$ cat config.mk
export PLATFORM = sky130hd
export DESIGN_NAME = bp_be_fe_queue
export DESIGN_NICKNAME = d
export VERILOG_FILES = /design/src/rtl/bp_be_fe_queue_pkg.sv /design/src/rtl/bp_be_fe_queue_ptr.sv /design/src/rtl/bp_be_fe_queue.sv
export SDC_FILE = /design/constraint.sdc
export NUM_CORES = 1
export LEC_CHECK = 0
export BUFFER_PORTS_ARGS = -buffer_cell sky130_fd_sc_hd__buf_2
export CORE_MARGIN = 2
export CORE_UTILIZATION = 41
export DETAILED_ROUTE_END_ITERATION = 8
export GPL_ROUTABILITY_DRIVEN = 0
export GPL_TIMING_DRIVEN = 1
export PLACE_DENSITY_LB_ADDON = 0.1
export REMOVE_ABC_BUFFERS = 1
export SLEW_MARGIN = 0
export SYNTH_ARGS = -nofsm -noshare
export SYNTH_HDL_FRONTEND = slang
export SYNTH_SLANG_ARGS = --single-unit
$ cat constraint.sdc
create_clock -name clk_i -period 21.6 [get_ports clk_i]
set_input_delay 3.24 -clock clk_i [delete_from_list [all_inputs] [get_ports clk_i]]
set_output_delay 3.24 -clock clk_i [all_outputs]
set_load 0.03 [all_outputs]
$ cat src/rtl/bp_be_fe_queue_pkg.sv
// Shared types and helpers for the FE->BE queue: control decode bundle and pointer sizing.
package bp_be_fe_queue_pkg;

    localparam int unsigned fe_queue_width_lp = 128;

    // Per-cycle operations after clr > roll > {yumi, deq, enq} priority has been applied
    typedef struct packed {
        logic clr;
        logic roll;
        logic enq;
        logic yumi;
        logic deq;
    } fe_queue_ctrl_s;

    function automatic int unsigned fe_queue_ptr_width(input int unsigned els);
        return $clog2(els) + 1;
    endfunction

endpackage

$ cat src/rtl/bp_be_fe_queue_ptr.sv
// Wrap-bit pointer: increments by one with natural wrap, or loads a new value (load wins).
module bp_be_fe_queue_ptr #(
    parameter int unsigned ptr_width_p = 4
) (
    input  logic                   clk_i,
    input  logic                   reset_n_i,
    input  logic                   inc_i,
    input  logic                   load_i,
    input  logic [ptr_width_p-1:0] load_val_i,
    output logic [ptr_width_p-1:0] ptr_o
);

    logic [ptr_width_p-1:0] ptr_q, ptr_d;

    always_comb begin
        ptr_d = ptr_q;
        if (load_i) begin
            ptr_d = load_val_i;
        end else if (inc_i) begin
            ptr_d = ptr_q + ptr_width_p'(1);
        end
    end

    always_ff @(posedge clk_i or negedge reset_n_i) begin
        if (!reset_n_i) begin
            ptr_q <= '0;
        end else begin
            ptr_q <= ptr_d;
        end
    end

    assign ptr_o = ptr_q;

endmodule

$ cat src/rtl/bp_be_fe_queue.sv
// Checkpointed FE->BE queue with speculative read, commit (deq), roll-back and clear.
// Optional same-cycle bypass of an enqueue into an empty queue: define BP_BE_FE_QUEUE_BYPASS_EN.
module bp_be_fe_queue
    import bp_be_fe_queue_pkg::*;
#(
    parameter int unsigned els_p   = 8,
    parameter int unsigned width_p = fe_queue_width_lp
) (
    input  logic               clk_i,
    input  logic               reset_n_i,

    input  logic [width_p-1:0] fe_queue_i,
    input  logic               fe_queue_v_i,
    output logic               fe_queue_ready_o,

    output logic [width_p-1:0] fe_queue_o,
    output logic               fe_queue_v_o,
    input  logic               fe_queue_yumi_i,

    input  logic               fe_queue_deq_i,
    input  logic               fe_queue_roll_i,
    input  logic               fe_queue_clr_i
);

    localparam int unsigned ptr_width_lp = fe_queue_ptr_width(els_p);
    localparam int unsigned idx_width_lp = ptr_width_lp - 1;
    localparam logic [ptr_width_lp-1:0] full_diff_lp = ptr_width_lp'(els_p);

    logic [ptr_width_lp-1:0] wptr, rptr, cptr, cptr_next, rptr_load_val;
    logic [width_p-1:0]      mem_q [els_p];
    logic                    ready_en_q;
    logic                    empty;
    fe_queue_ctrl_s          ctrl;

    always_comb begin
        ctrl      = '0;
        ctrl.clr  = fe_queue_clr_i;
        ctrl.roll = fe_queue_roll_i & ~fe_queue_clr_i;
        ctrl.enq  = fe_queue_v_i & fe_queue_ready_o & ~fe_queue_clr_i;
        ctrl.yumi = fe_queue_yumi_i & ~fe_queue_clr_i & ~fe_queue_roll_i;
        ctrl.deq  = fe_queue_deq_i & ~fe_queue_clr_i;
    end

    // A roll that coincides with a deq rewinds to the freshly committed checkpoint
    assign cptr_next     = ctrl.deq ? cptr + ptr_width_lp'(1) : cptr;
    assign rptr_load_val = ctrl.clr ? wptr : cptr_next;

    bp_be_fe_queue_ptr #(.ptr_width_p(ptr_width_lp)) u_wptr (
        .clk_i      (clk_i),
        .reset_n_i  (reset_n_i),
        .inc_i      (ctrl.enq),
        .load_i     (1'b0),
        .load_val_i ('0),
        .ptr_o      (wptr)
    );

    bp_be_fe_queue_ptr #(.ptr_width_p(ptr_width_lp)) u_rptr (
        .clk_i      (clk_i),
        .reset_n_i  (reset_n_i),
        .inc_i      (ctrl.yumi),
        .load_i     (ctrl.clr | ctrl.roll),
        .load_val_i (rptr_load_val),
        .ptr_o      (rptr)
    );

    bp_be_fe_queue_ptr #(.ptr_width_p(ptr_width_lp)) u_cptr (
        .clk_i      (clk_i),
        .reset_n_i  (reset_n_i),
        .inc_i      (ctrl.deq),
        .load_i     (ctrl.clr),
        .load_val_i (wptr),
        .ptr_o      (cptr)
    );

    // Holds ready low during reset; pointers alone would already look non-full
    always_ff @(posedge clk_i or negedge reset_n_i) begin
        if (!reset_n_i) begin
            ready_en_q <= 1'b0;
        end else begin
            ready_en_q <= 1'b1;
        end
    end

    always_ff @(posedge clk_i) begin
        if (ctrl.enq) begin
            mem_q[wptr[idx_width_lp-1:0]] <= fe_queue_i;
        end
    end

    assign fe_queue_ready_o = ready_en_q & ((wptr - cptr) != full_diff_lp);
    assign empty            = (rptr == wptr);

`ifdef BP_BE_FE_QUEUE_BYPASS_EN
    logic bypass;
    assign bypass       = empty & ctrl.enq;
    assign fe_queue_v_o = ~empty | bypass;
    assign fe_queue_o   = bypass ? fe_queue_i : mem_q[rptr[idx_width_lp-1:0]];
`else
    assign fe_queue_v_o = ~empty;
    assign fe_queue_o   = mem_q[rptr[idx_width_lp-1:0]];
`endif

endmodule
# Word-level counts from Yosys, hierarchy flattened
# Memory sizes are Yosys's and may differ from the RTL's.
# Cells that the tools add are included.
# classes
addsub	4
n_eq_ne	2
muxes	6
bitwise	11
n_reduce_logical	1
# ops
cell	count
$mux W4	4
$add A4 B1 Y4 const B	3
$and A1 B1 Y1	7
$eq A4 B4 Y1	1
$ne A4 B4 Y1 const B	1
$sub A4 B4 Y4	1
$not A1 Y1	3
$mux W1	2
$reduce_bool A2 Y1	1
$or A1 B1 Y1	1
# word_totals
regBits	13
ram_bits	1024
inputBits	135
output_inout_bits	130
word_cells	29
n_memories	1
# memory_table
name	words	width	read_ports	rd_clocked_by_memory_dff	wr	line_no	rtl
mem_q	8	128	1	0	1	bp_be_fe_queue.sv:30	logic [width_p-1:0] mem_q [els_p];

# Longest topological paths before layout
# logic_depth
depth_word	7
mapped_depth	8
mapped_depth_nobuf	7

# Modules after synthesis
# From an unflattened synthesis, not the netlist that was laid out.
# unflattened
cells_unflattened	1594
hier_area_um2	39442.8
# by_module_without_submodules
module	instances	cells_per_inst	area_per_inst_um2
bp_be_fe_queue	1	1540	38834.7
bp_be_fe_queue_ptr	3	18	202.7

# Worst setup path before layout
# OpenSTA, ideal clock, no wires.
# synth_path
path_kind	input to register
startpoint	input fe_queue_clr_i
endpoint	memory mem_q[1][0] in the netlist's numbering, enable pin
setup_time_ps	975
arrival_time_ps	17064
required_ps	20625
slack_ps	3561
path_stages	4
path_buffers	1
path_cell_list	clkbuf_1 > nand3b_1 > a21oi_2 > nor4b_1
# synth_between
elab_chain_cells	4
# synth_rtl
element	line_no	rtl
start, declared	bp_be_fe_queue.sv:22	input logic fe_queue_clr_i
$not A1 Y1	bp_be_fe_queue.sv:39	ctrl.enq = fe_queue_v_i & fe_queue_ready_o & ~fe_queue_clr_i;
$and A1 B1 Y1	bp_be_fe_queue.sv:39	
$mux W1	bp_be_fe_queue.sv:85	if (ctrl.enq) begin
$mux W1 (implied by the code)	bp_be_fe_queue.sv:86	mem_q[wptr[idx_width_lp-1:0]] <= fe_queue_i;
end, declared	bp_be_fe_queue.sv:30	
# Every way passes these cells.

# Worst setup path in the final report
# layout_path
startpoint	register u_rptr.ptr_q[0], in the netlist u_rptr.ptr_o[0]
endpoint	output fe_queue_o[3]
# layout_between
elab_chain_cells	1
# layout_rtl
element	line_no	rtl
start, declared	bp_be_fe_queue_ptr.sv:13	logic [ptr_width_p-1:0] ptr_q, ptr_d;
start signal, assigned	bp_be_fe_queue_ptr.sv:28	ptr_q <= ptr_d;
$mem_v2 Z8 W128	-	
end, declared	bp_be_fe_queue.sv:16	output logic [width_p-1:0] fe_queue_o,
# Every way passes these cells.

==> results.py <==
metrics = {
    "status": {
        "status": "complete, no violations",
    },
    "critical_path": {
        "critical-path-max-stage-delay_ps": 890,
        "critical_path.most_common_cell": "sky130_fd_sc_hd__buf_4",
        "cp_cell_sequence": "buf_4 > buf_4 > mux4_1 > mux2_2 > buf_2",
        "worstPathArrival_ps": 4490,
        "worstReg2RegStart": "u_wptr.ptr_o[2]$_DFFE_PN0P_",
        "critical_path.max_fanout": 48,
        "criticalPathCategory": "flip-flop to output pin",
        "regToRegSetupSlack_ps": 16790,
        "endpoint": "fe_queue_o[3]",
        "worstPathBufferInverterCount": 3,
        "crit_path_start": "u_rptr.ptr_o[0]$_DFFE_PN0P_",
        "depth_of_the_worst_register_to_register_path": 8,
        "path_delay_family": "buffers and inverters",
        "worst-path-stages": 5,
        "cp-start-kind": "flip-flop",
        "worstReg2RegEnd": "mem_q[5][108]$_DFFE_PP_",
        "critical-path-slowest-cell": "sky130_fd_sc_hd__dfrtp_4",
        "cp.required_ps": 18360,
        "endpoint_kind": "output pin",
    },
    "clock_tree": {
        "cts_tree": "built",
        "clk_transition_reported_paths_ps": 60,
        "cts_inserted_buffers": 111,
        "clockBufferDepth": 3,
        "cts_root_buffer": "sky130_fd_sc_hd__clkbuf_16",
        "cts_repair_resize_count": 0,
        "cts.sinks": 1037,
        "holdBufCountCts": 0,
        "clk-insertion-delay-late_ps": 670,
        "cts_post_setup_buffers_inserted": 0,
        "cts-htree-levels": 3,
    },
    "drt": {
        "antenna_left": 0,
        "drt_iter0_drc": 1382,
        "drt-vias-per-instance": 5.31,
        "wl_mm": 84.1,
        "route.detailed.drc": 0,
        "first_pass_iters": 4,
        "detailroute.via_count": 17300,
        "drt-wirelength-per-cell_um": 25.8,
    },
    "logic_synthesis": {
        "synth-main-ff-cell": "sky130_fd_sc_hd__edfxtp_1",
        "netlist_area_um2": 39500,
        "netlist.area_leader.share": 0.778,
        "synthDistinctLibCells": 34,
        "synth-seq-cells": 1037,
        "syn-instance-count": 1568,
        "synth-async-reset-ratio": 0.0125,
        "synth_area_leader_cell": "sky130_fd_sc_hd__edfxtp_1",
        "synth_enable_flop_cells": 1024,
        "postSynthAreaPerCell_um2": 25.2,
        "seq_area_frac_synth": 0.786,
        "ys.warnings.count": 0,
        "synth_area_leaders": "sky130_fd_sc_hd__edfxtp_1, sky130_fd_sc_hd__mux4_2, sky130_fd_sc_hd__mux4_1, sky130_fd_sc_hd__mux2_2, sky130_fd_sc_hd__dfrtp_1",
    },
    "layout": {
        "finalNonFillerCells": 3253,
        "final_net_count": 2034,
        "fillCellCount": 7836,
        "layout_common_cells": "sky130_fd_sc_hd__edfxtp_1, sky130_fd_sc_hd__buf_2, sky130_fd_sc_hd__mux4_2",
        "most_common_cell_after_layout_fill_and_taps_aside": "sky130_fd_sc_hd__edfxtp_1",
        "fraction_of_layout_instances_using_a_drive_strength_above_1": 0.396,
        "area_delta_synth_final_pct": 15.7,
        "final_core_util": 0.480,
    },
    "placed_design": {
        "placed_cells": 3045,
        "detailedPlacementHpwl_mm": 43.2,
        "port_buffers": 264,
        "preCtsSetupSlack_ps": 14370,
    },
    "floorplan": {
        "rows": 113,
        "fp.dieH_um": 314,
        "core_um2": 95300,
        "effective_utilization_at_floorplan": 0.415,
        "die_width_um": 314,
        "die_area_um2": 98900,
        "design.portCount": 265,
    },
    "global_route": {
        "grt_pass1_vias": 18700,
        "groute.layer.met1.usage": 0.231,
        "globalRouteMet2Util": 0.279,
        "gr-usage-met3": 0.0421,
        "globalRoute.totalOverflow": 0,
        "antenna_found_initial": 20,
        "maximum_number_of_pins_on_one_net_before_global_route_repair": 137,
        "grt_first_pass_wirelength_mm": 124,
        "busiest_layer": "met2",
        "groute.usage.overall": 0.171,
    },
    "power": {
        "pwr-share-clk": 0.314,
        "switching_share": 0.303,
        "vdd_ir_drop_max_mv": 0.113,
        "leakage_dissipation_nw": 14.9,
        "switching_power_w": 0.00173,
        "power-per-cell-area_nw_per_um2": 125,
        "cell_internal_pwr_w": 0.00399,
        "combinational_share_of_power": 0.267,
        "sequentialPowerShare": 0.419,
    },
    "timing": {
        "final_period_minus_worst_setup_slack_ps": 7730,
        "grt_setup_unrepaired": "no",
        "worst_pin_slew_ps": 1050,
        "slew_violations": 0,
        "setup_ws_ps": 13870,
        "setup_tns_ps": 0,
        "clock.fmax_mhz": 129,
        "worst_clock_skew_ps": 23.3,
        "layout_worst_path_cycle_share": 0.358,
        "final-hold-violation-count": 0,
        "fin_worst_hold_slack_ps": 598,
        "slew_headroom": 0.297,
        "setup_violations": 0,
    },
    "worst_hold_path": {
        "hold_path_class": "flip-flop to flip-flop",
    },
    "run": {
        "drv.max_cap_violation_count": 0,
    },
}
registers in the layout, summed over array words and instances (netlist names):
register / flops
mem_q: 1024
u_rptr.ptr_o: 4
u_cptr.ptr_o: 4
ready_en_q: 1
u_wptr.ptr_o: 4
layer usage:
layer | vias up | share of wire
li1 | 7453 | -
met1 | 9330 | 0.44
met2 | 335 | 0.49
met3 | 122 | 0.054
met4 | 28 | 0.015
met5 | - | 0.0019
per-stage QoR:
stage,instance area [µm²],total power (W)
after global routing,45700,0.00597
after CTS,45700,0.00582
after global placement,42200,0.00400
after floorplan,39000,0.00379
final,45700,0.00572
after detailed placement,42200,0.00401
worst min path at each step:
stage,start,endpoint,slack [ps],cells after the start
finish,u_wptr.ptr_o[3]$_DFFE_PN0P_,u_wptr.ptr_o[3]$_DFFE_PN0P_,600,1
global route,u_wptr.ptr_o[3]$_DFFE_PN0P_,u_wptr.ptr_o[3]$_DFFE_PN0P_,650,1
CTS,u_wptr.ptr_o[3]$_DFFE_PN0P_,u_wptr.ptr_o[3]$_DFFE_PN0P_,600,1
detailed placement,u_wptr.ptr_o[3]$_DFFE_PN0P_,u_wptr.ptr_o[3]$_DFFE_PN0P_,590,1
global placement,u_wptr.ptr_o[3]$_DFFE_PN0P_,u_wptr.ptr_o[3]$_DFFE_PN0P_,590,1
floorplan,u_wptr.ptr_o[3]$_DFFE_PN0P_,u_wptr.ptr_o[3]$_DFFE_PN0P_,510,1
kinds of logic (layout without fill, tap and decap cells):
family                   count (synthesis)  in the layout  share of synthesized area
multiplexers                           388            388                      0.189
other                                    1              2                  0.0000949
AND/OR/NAND/NOR                         27             27                    0.00402
buffers and inverters                   81            500                     0.0132
AO/OA/AOI/OAI                           12             12                    0.00193
XOR/XNOR                                16             16                    0.00355
adder cells (fa/ha/maj)                  6              6                    0.00190
flip-flops                            1037           1037                      0.786
cell usage after synthesis, types with 2 or more instances:
cell                       number
sky130_fd_sc_hd__mux2_2       130
sky130_fd_sc_hd__xor2_1         5
sky130_fd_sc_hd__buf_2         19
sky130_fd_sc_hd__xnor2_1       11
sky130_fd_sc_hd__inv_1          4
sky130_fd_sc_hd__buf_6         23
sky130_fd_sc_hd__buf_8          2
sky130_fd_sc_hd__nand4_1        3
sky130_fd_sc_hd__and4b_1        2
sky130_fd_sc_hd__o21ai_0        3
sky130_fd_sc_hd__mux4_2       196
sky130_fd_sc_hd__nor2_1         6
sky130_fd_sc_hd__mux4_1        60
sky130_fd_sc_hd__nand3b_1       2
sky130_fd_sc_hd__and3_1         2
sky130_fd_sc_hd__dfrtp_1       13
sky130_fd_sc_hd__mux2i_1        2
sky130_fd_sc_hd__ha_1           6
sky130_fd_sc_hd__clkbuf_1      21
sky130_fd_sc_hd__buf_1         12
sky130_fd_sc_hd__nand2_1        6
sky130_fd_sc_hd__a21oi_1        5
sky130_fd_sc_hd__edfxtp_1    1024
power by group through the flow:
stage               Sequential, W  Combinational, W  Clock [W]
floorplan                 0.00255           0.00124          0
global placement          0.00244           0.00156          0
detailed placement        0.00244           0.00156          0
CTS                       0.00240           0.00157    0.00185
global route              0.00241           0.00163    0.00193
finish                    0.00240           0.00153    0.00180
worst register-to-register path, stage by stage (launching register included):
cell and delay (ps):
sky130_fd_sc_hd__dfrtp_1 650, sky130_fd_sc_hd__ha_1 370, sky130_fd_sc_hd__a21oi_1 160, sky130_fd_sc_hd__nand2_1 80, sky130_fd_sc_hd__xnor2_1 220, sky130_fd_sc_hd__a21oi_2 410, sky130_fd_sc_hd__and4b_4 710, sky130_fd_sc_hd__buf_4 850
sky130_fd_sc_hd__buf_4 930
final cells by class:
| cell class | count | area [µm²] | area share |
|---|---|---|---|
| diodes | 1 | 2.50 | 0.0000547 |
| clock buffers | 138 | 3010 | 0.0659 |
| clock inverters | 69 | 475 | 0.0104 |
| inverters | 4 | 15.0 | 0.000328 |
| multi-input cells | 450 | 7980 | 0.174 |
| flip-flops and latches | 1037 | 31100 | 0.680 |
| well taps | 1265 | 1580 | 0.0346 |
| repair buffers | 289 | 1570 | 0.0344 |
No activity file was read; power rests on OpenSTA's default activity.
